$ cat config.mk
export PLATFORM = sky130hd
export DESIGN_NAME = sha256_round_ctrl
export DESIGN_NICKNAME = d
export VERILOG_FILES = /design/src/rtl/sha256_pkg.sv /design/src/rtl/sha256_round_cnt.sv /design/src/rtl/sha256_round_ctrl.sv
export SDC_FILE = /design/constraint.sdc
export NUM_CORES = 1
export LEC_CHECK = 0
export ABC_AREA = 1
export BUFFER_PORTS_ARGS = -buffer_cell sky130_fd_sc_hd__buf_2
export CAP_MARGIN = 20
export CORE_UTILIZATION = 30
export DETAILED_ROUTE_END_ITERATION = 8
export PLACE_DENSITY = 0.55
export SYNTH_ARGS = -nofsm -noshare
export SYNTH_HDL_FRONTEND = slang
export SYNTH_SLANG_ARGS = --single-unit
$ cat constraint.sdc
create_clock -name clk -period 1.5 [get_ports clk]
set_input_delay 0.075 -clock clk [delete_from_list [all_inputs] [get_ports clk]]
set_output_delay 0.075 -clock clk [all_outputs]
set_load 0.005 [all_outputs]
$ cat src/rtl/sha256_pkg.sv
// sha256_pkg: shared types and constants for the SHA-256 compression engine.
// Holds the controller state encoding, default round/index sizing and the
// initial hash value (IV) words used by the H0..H7 hash-state registers.
package sha256_pkg;

   typedef enum logic [2:0] {
      IDLE  = 3'd0,
      INIT  = 3'd1,
      LOAD  = 3'd2,
      ROUND = 3'd3,
      ACCUM = 3'd4,
      OUT   = 3'd5
   } state_t;

   localparam int SHA256_ROUNDS = 64;
   localparam int SHA256_IDX_W  = 6;

   localparam logic [31:0] SHA256_H0 = 32'h6a09e667;
   localparam logic [31:0] SHA256_H1 = 32'hbb67ae85;
   localparam logic [31:0] SHA256_H2 = 32'h3c6ef372;
   localparam logic [31:0] SHA256_H3 = 32'ha54ff53a;
   localparam logic [31:0] SHA256_H4 = 32'h510e527f;
   localparam logic [31:0] SHA256_H5 = 32'h9b05688c;
   localparam logic [31:0] SHA256_H6 = 32'h1f83d9ab;
   localparam logic [31:0] SHA256_H7 = 32'h5be0cd19;

   // IV word lookup so the hash-state registers can load H[i] by index.
   function automatic logic [31:0] sha256_iv(input logic [2:0] idx);
      logic [31:0] word;
      case (idx)
         3'd0:    word = SHA256_H0;
         3'd1:    word = SHA256_H1;
         3'd2:    word = SHA256_H2;
         3'd3:    word = SHA256_H3;
         3'd4:    word = SHA256_H4;
         3'd5:    word = SHA256_H5;
         3'd6:    word = SHA256_H6;
         3'd7:    word = SHA256_H7;
         default: word = SHA256_H0;
      endcase
      return word;
   endfunction

endpackage

$ cat src/rtl/sha256_round_cnt.sv
// sha256_round_cnt: round counter for the compression sequencer.
// Counts 0..ROUNDS-1 while enabled, wraps to 0 after the terminal count,
// and is held at 0 by clr. tc flags the last round.
module sha256_round_cnt
   import sha256_pkg::*;
#(
   parameter int ROUNDS = SHA256_ROUNDS,
   parameter int IDX_W  = SHA256_IDX_W
) (
   input  logic             clk,
   input  logic             reset,
   input  logic             clr,
   input  logic             en,
   output logic [IDX_W-1:0] cnt,
   output logic             tc
);

   localparam logic [IDX_W-1:0] LAST_IDX = IDX_W'(ROUNDS - 1);
   localparam logic [IDX_W-1:0] ONE      = IDX_W'(1);

   logic [IDX_W-1:0] cnt_r;
   logic             tc_s;

   assign tc_s = (cnt_r == LAST_IDX);
   assign cnt  = cnt_r;
   assign tc   = tc_s;

   // Round counter: clear has priority, wrap to 0 after the last round.
   always_ff @(posedge clk or posedge reset) begin
      if (reset) begin
         cnt_r <= '0;
      end else if (clr) begin
         cnt_r <= '0;
      end else if (en) begin
         if (tc_s) begin
            cnt_r <= '0;
         end else begin
            cnt_r <= cnt_r + ONE;
         end
      end else begin
         cnt_r <= cnt_r;
      end
   end

endmodule

$ cat src/rtl/sha256_round_ctrl.sv
// sha256_round_ctrl: sequencer for one SHA-256 compression engine.
// Accepts block requests in IDLE, loads the IV on a message's first block,
// steps the working registers and message schedule for ROUNDS rounds,
// accumulates into H0..H7 and presents digest_valid after the last block.
// All strobes are Moore-decoded from the registered state and round counter.
// Optional feature: define SHA256_CTRL_BLKCNT_EN to add the blk_cnt output,
// a saturating count of accumulated blocks, cleared by hv_init.
module sha256_round_ctrl
   import sha256_pkg::*;
#(
   parameter int ROUNDS = SHA256_ROUNDS,
   parameter int IDX_W  = SHA256_IDX_W
) (
   input  logic             clk,
   input  logic             reset,
   input  logic             blk_valid,
   input  logic             blk_first,
   input  logic             blk_last,
   output logic             blk_ready,
   output logic             hv_init,
   output logic             wv_load,
   output logic             w_load,
   output logic             wv_step,
   output logic             w_shift,
   output logic [IDX_W-1:0] round_idx,
   output logic             hv_accum,
   output logic             busy,
   output logic             digest_valid,
   input  logic             digest_ready
`ifdef SHA256_CTRL_BLKCNT_EN
   ,
   output logic [31:0]      blk_cnt
`endif
);

   state_t           state_r;
   state_t           state_s;
   logic             last_r;
   logic [IDX_W-1:0] cnt_s;
   logic             tc_s;
   logic             cnt_clr_s;
   logic             cnt_en_s;

   assign cnt_en_s  = (state_r == ROUND);
   assign cnt_clr_s = (state_r != ROUND);

   sha256_round_cnt #(
      .ROUNDS (ROUNDS),
      .IDX_W  (IDX_W)
   ) u_round_cnt (
      .clk   (clk),
      .reset (reset),
      .clr   (cnt_clr_s),
      .en    (cnt_en_s),
      .cnt   (cnt_s),
      .tc    (tc_s)
   );

   // State register; reset aborts any block in flight straight to IDLE.
   always_ff @(posedge clk or posedge reset) begin
      if (reset) begin
         state_r <= IDLE;
      end else begin
         state_r <= state_s;
      end
   end

   // Capture the last-block qualifier when a block is accepted.
   always_ff @(posedge clk or posedge reset) begin
      if (reset) begin
         last_r <= 1'b0;
      end else if ((state_r == IDLE) && blk_valid) begin
         last_r <= blk_last;
      end else begin
         last_r <= last_r;
      end
   end

   // Next-state decode.
   always_comb begin
      state_s = state_r;
      case (state_r)
         IDLE: begin
            if (blk_valid) begin
               if (blk_first) begin
                  state_s = INIT;
               end else begin
                  state_s = LOAD;
               end
            end else begin
               state_s = IDLE;
            end
         end
         INIT:  state_s = LOAD;
         LOAD:  state_s = ROUND;
         ROUND: begin
            if (tc_s) begin
               state_s = ACCUM;
            end else begin
               state_s = ROUND;
            end
         end
         ACCUM: begin
            if (last_r) begin
               state_s = OUT;
            end else begin
               state_s = IDLE;
            end
         end
         OUT: begin
            if (digest_ready) begin
               state_s = IDLE;
            end else begin
               state_s = OUT;
            end
         end
         default: state_s = IDLE;
      endcase
   end

   // Moore output decode from registered state and round counter.
   always_comb begin
      blk_ready    = 1'b0;
      hv_init      = 1'b0;
      wv_load      = 1'b0;
      w_load       = 1'b0;
      wv_step      = 1'b0;
      w_shift      = 1'b0;
      round_idx    = '0;
      hv_accum     = 1'b0;
      busy         = 1'b1;
      digest_valid = 1'b0;
      case (state_r)
         IDLE: begin
            blk_ready = 1'b1;
            busy      = 1'b0;
         end
         INIT: hv_init = 1'b1;
         LOAD: begin
            wv_load = 1'b1;
            w_load  = 1'b1;
         end
         ROUND: begin
            wv_step   = 1'b1;
            w_shift   = 1'b1;
            round_idx = cnt_s;
         end
         ACCUM: hv_accum = 1'b1;
         OUT:   digest_valid = 1'b1;
         default: begin
            blk_ready = 1'b0;
            busy      = 1'b0;
         end
      endcase
   end

`ifdef SHA256_CTRL_BLKCNT_EN
   logic [31:0] blk_cnt_r;

   assign blk_cnt = blk_cnt_r;

   // Accumulated-block count: cleared at IV load, saturating increment.
   always_ff @(posedge clk or posedge reset) begin
      if (reset) begin
         blk_cnt_r <= 32'd0;
      end else if (hv_init) begin
         blk_cnt_r <= 32'd0;
      end else if (hv_accum && (blk_cnt_r != 32'hffff_ffff)) begin
         blk_cnt_r <= blk_cnt_r + 32'd1;
      end else begin
         blk_cnt_r <= blk_cnt_r;
      end
   end
`endif

endmodule

==> out/qor.csv <==
stage;metric;value;unit
critical_path;buffer and inverter count on the worst path;2;
finish;share of cells above drive strength 1;0.294;
clocking;cts bufs inserted;3;
logic_synthesis;Synth Area per Inst;7.18;um^2
global_route;largest net degree at the start of global routing;11;
timing;final setup vio count;0;
logic_synthesis;top-count cell post-synth;nor2_1;
timing;relative slew slack;0.747;
power;worst vdd ir;0.596;mV
power;P_int;0.626;mW
logic_synthesis;Synth Instances;81;
power;Pleak;0.395;nW
global_route;vias in the first global route;467;
timing;Slew @ Worst Pin;0.380;ns
power;sequential share of power;0.408;
status;outcome;finished, final reports clean;
place;hpwl dp;932;um
route;Routed WL;1.19;mm
finish;Final nets;111;
logic_synthesis;register area share after synthesis;0.430;
floorplan;Initial Util;0.330;
clocking;post-CTS setup buffer count;0;
flow_run;Max Cap Violations;0;
logic_synthesis;post-synthesis cell area;582;um^2
route;# DRC;0;
critical_path;CP endpoint kind;output port;
floorplan;die width;46.0;um
power;part of the power in the clock network;0.164;
finish;Final Instance Area;731;um^2
timing;final worst-path cycle share;0.903;
power;Power per Cell Area;1480;nW/um^2
worst_hold_path;Hold Crit Class;in -> reg;
logic_synthesis;top_reg_cell synth;dfrtp_1;
critical_path;CP Data Required Time;1.42;ns
critical_path;Worst Path Arrival;1.28;ns
place;Post-DP Area;691;um^2
place;Inst Count DP;123;
place;port bufs;20;
logic_synthesis;YS warnings;0;
route;wire length per cell;9.39;um
logic_synthesis;leading area contributor after synthesis;dfrtp_1;
route;via count;561;
critical_path;Crit Path Class;reg -> out;
route;initial drt markers;15;
logic_synthesis;async set-or-reset flop fraction in the synthesized netlist;1.00;
clocking;Reg clk slew, reported paths;0.06;ns
logic_synthesis;FF+latch count, synth;10;
route;via-per-instance ratio;4.42;
power;power share of the combinational group;0.428;
route;DR pass1 iterations;4;
critical_path;Worst setup SP type;flip-flop;
finish;non-filler cells, final;127;
logic_synthesis;share of the synthesized area in the top cell type;0.430;
critical_path;Slowest-stage cell, CP;dfrtp_1;
logic_synthesis;Synth area leaders;dfrtp_1, nor2_1, inv_1;
critical_path;CP max FO;6;
floorplan;placement row count;15;
logic_synthesis;most instantiated cells after synthesis;nor2_1, inv_1, nand2_1, dfrtp_1, nand3_1;
timing;final worst path period need;1.35;ns
critical_path;Cell Chain, Critical Path;nor2_2 -> nand2_1 -> inv_1 -> a21oi_1 -> buf_2;
place;Final GP Congestion;0.777;
finish;diode count;0;
clocking;CTS H-Tree Depth;1;
clocking;clk_lat worst skew;0.26;ns
global_route;All-Layer GR Usage;0.129;
floorplan;number of top-level pins;21;
clocking;CTS sink count;10;
global_route;antenna violations before repair;0;
clocking;Longest Clk Path Bufs;2;
logic_synthesis;post-synth cell types;14;
global_route;total grt overflow;0;
clocking;Root Buffer;clkbuf_4;
critical_path;peak per-stage delay on the critical path;0.47;ns
clocking;CTS tree;done;
floorplan;Core Area;1760;um^2
finish;Area Growth Syn to Fin;25.6;%
timing;setup TNS;0;ns
logic_synthesis;number of synthesized flops with an enable pin;0;
power;power consumption;1.08;mW
timing;skew final;0.00282;ns
logic_synthesis;Mapped Nets;88;
timing;f_max;738;MHz
timing;Pins Over Slew Limit;0;
finish;fillers;208;
route;antenna viol nets, final;0;
floorplan;Die H;46.0;um
timing;Hold Violations, Final;0;
critical_path;Crit path max-delay family;flip-flops;
power;Sw Ratio;0.423;
global_route;first-pass GRT wire length;1.90;mm
power;Psw;0.458;mW
timing;RSZ-0062 raised after global routing;false;
floorplan;Die ar.;2120;um^2
## cells by family after synthesis
group,share of synthesized area
and+or+nand+nor,0.344
AOI/OAI and AO/OA,0.0688
DFF,0.430
adders and majority gates,0.0215
buffers and inverters,0.135
## worst reg2reg max path, stage by stage, from the launching register on
cell     delay [ns]
dfrtp_1        0.42
ha_1           0.21
nand3_1        0.13
nor2_2         0.17
nor2_2         0.06
nor2_1         0.13
nand2_1        0.06
## registers in the layout, indices dropped and copies added (netlist names)
signal and count:
last_r 1, state_r 3, u_round_cnt.cnt 6
## routing by layer
layer,vias up,GRT usage,wire length [um]
met5,-,0,0
met4,0,0.0471,0
met3,0,0.0595,52
met2,14,0.180,546
met1,254,0.173,593
li1,293,-,-
## layout by cell type, fill, tap and decap left out
cell type and count:
dfrtp_1 10, inv_1 13, nor3_2 1, nand3_1 6, nor2_1 15, clkbuf_4 3
dlygate4sd3_1 1, nor3_1 4, buf_2 20, nand4_1 1, ha_1 1, a21oi_1 5
nand3_4 1, inv_2 2, nand2_1 13, o21ai_0 3, nor2_2 3
## final timing paths
path	start	end	slack [ns]	cells past startpoint
max	state_r[0]	busy	0.15	5
min	blk_last	last_r	0.07	3
max reg2reg	u_round_cnt.cnt[0]	state_r[1]	0.20	6
min reg2reg	last_r	last_r	0.51	2
max in group asynchronous	reset	u_round_cnt.cnt[1]	0.90	3
min in group asynchronous	reset	state_r[1]	0.33	3
## area by class of cell
class | instances | area, um^2 | area share
multi-input combinational | 53 | 260 | 0.356
sequential | 10 | 250 | 0.342
timing repair buffer | 21 | 110 | 0.151
inverter | 15 | 56.3 | 0.0771
tap | 25 | 31.3 | 0.0428
clock buffer | 3 | 22.5 | 0.0308
## power groups by stage
stage	clock network, mW	logic, mW	registers [mW]
3_5_place_dp	0	0.457	0.440
2_1_floorplan	0	0.374	0.401
6_report	0.177	0.464	0.442
5_1_grt	0.195	0.534	0.459
4_1_cts	0.184	0.459	0.435
3_3_place_gp	0	0.453	0.440
## metrics by stage
stage                     utilization  worst slack [ns]  hold slack (ns)
after CTS                       0.410            0.0582           0.0569
after floorplan                     -             0.342          -0.0848
after global routing            0.414            0.0292           0.0885
after global placement          0.391             0.272           0.0710
after detailed placement        0.391             0.198           0.0727
final                           0.414             0.146           0.0689
## what timing repair did
| action | CTS | global route |
|---|---|---|
| hold buffers | 1 | 0 |
| hold endpoints to repair | 10 | 0 |
| setup endpoints to repair | 0 | 3 |
| resized for setup | 0 | 2 |
Power figures use the tool's default switching activity.
